<file path="config.mk">
export PLATFORM = sky130hd
export DESIGN_NAME = temp_bcd_fmt_flat
export DESIGN_NICKNAME = d
export VERILOG_FILES = /design/src/rtl/temp_bcd_fmt_if.sv /design/src/rtl/temp_bcd_fmt.sv /design/src/flat_wrapper.sv
export SDC_FILE = /design/constraint.sdc
export NUM_CORES = 1
export LEC_CHECK = 0
export CAP_MARGIN = 15
export CORE_UTILIZATION = 45
export DETAILED_ROUTE_END_ITERATION = 10
export PLACE_DENSITY = 0.68
export SLEW_MARGIN = 20
export SYNTH_ARGS = -nofsm -noshare
export SYNTH_HDL_FRONTEND = slang
export SYNTH_SLANG_ARGS = --single-unit
</file>
<file path="constraint.sdc">
create_clock -name clk -period 3.3 [get_ports clk]
set_input_delay 0.825 -clock clk [delete_from_list [all_inputs] [get_ports clk]]
set_output_delay 0.825 -clock clk [all_outputs]
set_load 0.005 [all_outputs]
</file>
<file path="src/rtl/temp_bcd_fmt_if.sv">
// Handshake/data bundle between the ADC stage, the formatter and the LCD driver.
// master: producer/consumer side (drives samples and lcd_ready)
// slave : formatter side (temp_bcd_fmt)
interface temp_bcd_fmt_if;
    logic        adc_valid;
    logic [7:0]  adc_code;
    logic        lcd_ready;
    logic        val_valid;
    logic [23:0] value;
    logic        busy;
    logic        ovr;

    modport master (
        output adc_valid, adc_code, lcd_ready,
        input  val_valid, value, busy, ovr
    );

    modport slave (
        input  adc_valid, adc_code, lcd_ready,
        output val_valid, value, busy, ovr
    );
endinterface

</file>
<file path="src/rtl/temp_bcd_fmt.sv">
// Temperature formatter: scales an 8-bit ADC code to 0..498, converts it to
// BCD with a sequential shift-add-3 loop and presents three ASCII characters
// with leading-zero blanking, held until the LCD driver accepts them.
// Optional feature: define TEMP_AVG_EN to average four samples per result.
module temp_bcd_fmt (
    input  logic           clk,
    input  logic           rst,
    temp_bcd_fmt_if.slave  bus
);

    typedef enum logic [1:0] {IDLE, SCALE, CONV, HOLD} state_t;

    state_t      r_state;
    state_t      w_state_nxt;
    logic [7:0]  r_code;
    logic [8:0]  r_bin;
    logic [11:0] r_bcd;
    logic [3:0]  r_cnt;
    logic [23:0] r_value;
    logic        r_ovr;

    logic        w_start;
    logic [7:0]  w_code_in;
    logic [14:0] w_prod;
    logic [8:0]  w_temp;
    logic [11:0] w_adj;
    logic [7:0]  w_hund;
    logic [7:0]  w_tens;
    logic [7:0]  w_ones;

`ifdef TEMP_AVG_EN
    logic [9:0]  r_acc;
    logic [1:0]  r_smp;
    logic [9:0]  w_sum;

    assign w_sum     = r_acc + {2'b00, bus.adc_code};
    assign w_start   = (r_state == IDLE) && bus.adc_valid && (r_smp == 2'd3);
    assign w_code_in = 8'(w_sum >> 2);

    // Accumulate accepted samples; the 4th one launches a conversion and clears
    always_ff @(posedge clk or negedge rst) begin
        if (!rst) begin
            r_acc <= '0;
            r_smp <= '0;
        end else if ((r_state == IDLE) && bus.adc_valid) begin
            if (r_smp == 2'd3) begin
                r_acc <= '0;
                r_smp <= '0;
            end else begin
                r_acc <= w_sum;
                r_smp <= r_smp + 2'd1;
            end
        end
    end
`else
    assign w_start   = (r_state == IDLE) && bus.adc_valid;
    assign w_code_in = bus.adc_code;
`endif

    // temp = code * 125 / 64, max 255*125 = 31875 fits in 15 bits
    assign w_prod = {7'd0, r_code} * 15'd125;
    assign w_temp = 9'(w_prod >> 6);

    // Add-3 correction of every BCD digit that is 5 or more, ahead of the shift
    always_comb begin
        w_adj = r_bcd;
        for (int unsigned i = 0; i < 3; i++) begin
            if (r_bcd[i*4 +: 4] >= 4'd5)
                w_adj[i*4 +: 4] = r_bcd[i*4 +: 4] + 4'd3;
        end
    end

    // ASCII digits with leading-zero blanking; ones digit always shown
    always_comb begin
        w_hund = (r_bcd[11:8] == 4'd0) ? 8'h20 : {4'h3, r_bcd[11:8]};
        w_tens = ((r_bcd[11:8] == 4'd0) && (r_bcd[7:4] == 4'd0)) ? 8'h20 : {4'h3, r_bcd[7:4]};
        w_ones = {4'h3, r_bcd[3:0]};
    end

    // State register
    always_ff @(posedge clk or negedge rst) begin
        if (!rst) r_state <= IDLE;
        else      r_state <= w_state_nxt;
    end

    // Next-state logic; CONV spends 9 shift cycles plus one load cycle
    always_comb begin
        w_state_nxt = r_state;
        unique case (r_state)
            IDLE:    if (w_start) w_state_nxt = SCALE;
            SCALE:   w_state_nxt = CONV;
            CONV:    if (r_cnt == 4'd9) w_state_nxt = HOLD;
            HOLD:    if (bus.lcd_ready) w_state_nxt = IDLE;
            default: w_state_nxt = IDLE;
        endcase
    end

    // Datapath: capture, scale, shift-add-3 iterations, result load
    always_ff @(posedge clk or negedge rst) begin
        if (!rst) begin
            r_code  <= '0;
            r_bin   <= '0;
            r_bcd   <= '0;
            r_cnt   <= '0;
            r_value <= 24'h202020;
        end else begin
            case (r_state)
                IDLE: if (w_start) r_code <= w_code_in;
                SCALE: begin
                    r_bin <= w_temp;
                    r_bcd <= '0;
                    r_cnt <= '0;
                end
                CONV: begin
                    if (r_cnt != 4'd9) begin
                        r_bcd <= 12'({w_adj, r_bin[8]});
                        r_bin <= r_bin << 1;
                        r_cnt <= r_cnt + 4'd1;
                    end else begin
                        r_value <= {w_hund, w_tens, w_ones};
                    end
                end
                default: ;
            endcase
        end
    end

    // Sticky overrun: any sample offered while not idle is lost
    always_ff @(posedge clk or negedge rst) begin
        if (!rst)                                     r_ovr <= 1'b0;
        else if ((r_state != IDLE) && bus.adc_valid)  r_ovr <= 1'b1;
    end

    assign bus.val_valid = (r_state == HOLD);
    assign bus.busy      = (r_state != IDLE);
    assign bus.value     = r_value;
    assign bus.ovr       = r_ovr;

endmodule

</file>
<file path="src/flat_wrapper.sv">
// flat-port wrapper written by rule: the top's interface ports become plain ports
module temp_bcd_fmt_flat 
  (clk, rst, bus_adc_valid, bus_adc_code, bus_lcd_ready, bus_val_valid, bus_value, bus_busy, bus_ovr);
  temp_bcd_fmt_if bus_i ();
  input  logic clk;
  input  logic rst;
  input wire logic [$bits(bus_i.adc_valid)-1:0] bus_adc_valid;
  input wire logic [$bits(bus_i.adc_code)-1:0] bus_adc_code;
  input wire logic [$bits(bus_i.lcd_ready)-1:0] bus_lcd_ready;
  output wire logic [$bits(bus_i.val_valid)-1:0] bus_val_valid;
  output wire logic [$bits(bus_i.value)-1:0] bus_value;
  output wire logic [$bits(bus_i.busy)-1:0] bus_busy;
  output wire logic [$bits(bus_i.ovr)-1:0] bus_ovr;
  assign bus_i.adc_valid = bus_adc_valid;
  assign bus_i.adc_code = bus_adc_code;
  assign bus_i.lcd_ready = bus_lcd_ready;
  assign bus_val_valid = bus_i.val_valid;
  assign bus_value = bus_i.value;
  assign bus_busy = bus_i.busy;
  assign bus_ovr = bus_i.ovr;
  temp_bcd_fmt u_core (.clk(clk), .rst(rst), .bus(bus_i));
endmodule
</file>
==> impl_metrics.json <==
{
  "vias": 2729,
  "synth_top_family_by_area": "adder cells",
  "synthXorXnorAreaFrac_pct": 3.21,
  "core_area_mm2": 0.00822,
  "io_pins": 39,
  "portBuffers": 29,
  "hpwl_um": 5470,
  "drt_iter0_markers": 84,
  "synthMuxAreaShare_pct": 4.38,
  "synth_top_area_share_pct": 33.4,
  "syn_area_per_cell_um2": 10.5,
  "grt_pass1_wl_um": 12200,
  "utilization_pct": 56.6,
  "dieArea_mm2": 0.00887,
  "routabilityCongestion": 0.825,
  "pre_cts_ws_ps": -348,
  "fin_skew_ps": 6.29,
  "nets": 503,
  "fill_cells": 735,
  "antenna_left": 0,
  "clk_latency_ps": 310,
  "clk_pin_slew_worst_paths_ps": 90,
  "die_x_um": 94.2,
  "fin_area_mm2": 0.00465,
  "max-slew-margin-rel_pct": 42.0,
  "synth-seq-cells": 51,
  "grt_max_degree": 32,
  "finalSetupViolCount": 9,
  "ys_warn_count": 0,
  "cap_violations": 0,
  "yosys-top-cells-area": "dfrtp_1, ha_1, fa_1",
  "synth_compound_area_share_pct": 13.7,
  "grt_setup_unrepaired": "yes",
  "yosysMostFrequentCell": "dfrtp_1",
  "area_growth_pct": 21.7,
  "violations": "negative setup slack",
  "remaining_drc_errors": 0,
  "layout_setup_ws_ps": -349,
  "initial_core_util_pct": 46.6,
  "grt_usage_pct": 17.7,
  "ff_latch_area_mm2": 0.00128,
  "yosysSeqAreaShare_pct": 33.4,
  "core.rowCount": 33,
  "routed_wl_um": 7030,
  "synthAdderAreaFrac_pct": 26.8,
  "finalCritPeriodShare_pct": 111,
  "multi_input_area_mm2": 0.00245,
  "cts_tree": "done",
  "r2r_cells": 13,
  "synthSimpleGateAreaFrac_pct": 10.5,
  "viasPerCell": 5.19,
  "synth-edff-count": 0,
  "period_needed_ps": 3650,
  "crit_type": "flip-flop to flip-flop",
  "die_y_um": 94.2,
  "clockRootBuffer": "clkbuf_8",
  "cts_sinks": 51,
  "drt-pass1-iter-count": 4,
  "cts_buffers": 5,
  "arrival_ps": 3840,
  "clock_path_buffers": 2,
  "slew_viol_final": 0,
  "worstMarginPinSlew_ps": 865,
  "outcome": "complete, but fails checks",
  "synthArstFlopShare_pct": 100,
  "grt_pass1_vias": 2708,
  "cp-end-kind": "flip-flop",
  "start_kind": "flip-flop",
  "htreeDepth": 2,
  "syn_inst": 363,
  "synth.distinct_cells": 51,
  "placed_cell_area_mm2": 0.00445,
  "worstPathRequired_ps": 3490,
  "worstHoldPathType": "input pin to async pin",
  "gr-total-overflow": 0,
  "synth_top_cell_by_area": "dfrtp_1",
  "hold_viol_final": 0,
  "antenna_found_initial": 0,
  "layout-drive-gt1-share_pct": 22.6,
  "path_max_fanout": 3,
  "post_synth_instance_area_mm2": 0.00382,
  "timing.fmax_mhz": 274,
  "synth_commonest_cells": "dfrtp_1, ha_1, inv_1",
  "wl_per_cell_um": 13.4,
  "ys.flop_type": "dfrtp_1",
  "finalSetupTns_ps": -2180,
  "diodes": 0
}
cells by family after synthesis:
kind of cell,Yosys count
other,2
AND/OR/NAND/NOR,74
AO/OA/AOI/OAI,75
adder cells (fa/ha/maj),70
flip-flops,51
buffers and inverters,62
XOR/XNOR,14
multiplexers,15
area by class of cell:
| type | count | share of cell area [%] |
|---|---|---|
| multi-input cells | 257 | 52.6 |
| flip-flops and latches | 51 | 27.5 |
| repair buffers | 62 | 11.8 |
| inverters | 44 | 3.55 |
| well taps | 105 | 2.82 |
| clock buffers | 5 | 1.48 |
| clock inverters | 2 | 0.296 |
routing by layer:
layer / share of wire (%) / routed length, um / track usage, % / up-vias
li1: - / - / - / 1348
met1: 46 / 3230 / 20.8 / 1335
met2: 50 / 3540 / 32.5 / 38
met3: 2.3 / 165 / 2.59 / 8
met4: 1.4 / 95 / 5.90 / 0
met5: 0 / 0 / 0 / -
layout by cell type (no fill, tap or decap), drive strengths merged, types with 8 or more instances in the layout:
cell type,instances
a21oi,18
and3,8
buf,34
clkdlybuf4s50,28
conb,9
dfrtp,51
fa,20
ha,50
inv,44
mux2,14
nand2,18
nand3,13
nor2,12
o21ai,24
o31ai,10
xor2,8
state kept, by name, summed over array words and instances, names as in the netlist:
name / flops
u_core.r_state: 2
u_core.bus.ovr: 1
u_core.bus.value: 15
u_core.r_bin: 9
u_core.r_code: 8
u_core.r_bcd: 12
u_core.r_cnt: 4
critical path, stage by stage, from the launching register on:
cell	delay, ps
dfrtp_1	400
buf_6	120
fa_1	470
inv_1	50
fa_1	460
fa_1	500
fa_1	500
inv_2	40
ha_4	160
a211oi_2	210
nor2_2	80
o41ai_4	310
a211o_1	170
nand3_1	60
path summary, 6_finish.rpt:
path / startpoint / to / slack [ps]
worst min-delay path: rst / u_core.bus.value[0]$_DFFE_PN0P_ / 480
worst min register to register: u_core.bus.value[4]$_DFFE_PN0P_ / u_core.bus.value[4]$_DFFE_PN0P_ / 480
worst max register to register: u_core.r_code[3]$_DFFE_PN0P_ / u_core.r_bin[7]$_DFFE_PN0P_ / -350
min in group clk: u_core.bus.value[4]$_DFFE_PN0P_ / u_core.bus.value[4]$_DFFE_PN0P_ / 480
max in group asynchronous: rst / u_core.r_bcd[5]$_DFFE_PN0P_ / 2040
worst max-delay path: u_core.r_code[3]$_DFFE_PN0P_ / u_core.r_bin[7]$_DFFE_PN0P_ / -350
what timing repair did:
action | 4_1_cts | 5_1_grt
resized for setup | 5 | 11
buffers inserted | 2 | 2
pin swaps | 9 | 16
hold endpoints to repair | 0 | 0
endpoints found under the setup margin | 9 | 9
cloned | 0 | 0
hold buffers | 0 | 0
metrics by stage:
step / hold WS, ps / cells
3_5_place_dp: 456 / 516
3_3_place_gp: 448 / 516
4_1_cts: 483 / 525
6_report: 479 / 526
2_1_floorplan: 440 / 370
5_1_grt: 506 / 526
Power is not shown: default switching activity piles up to over one toggle a cycle in this logic, so the estimate is an artifact.
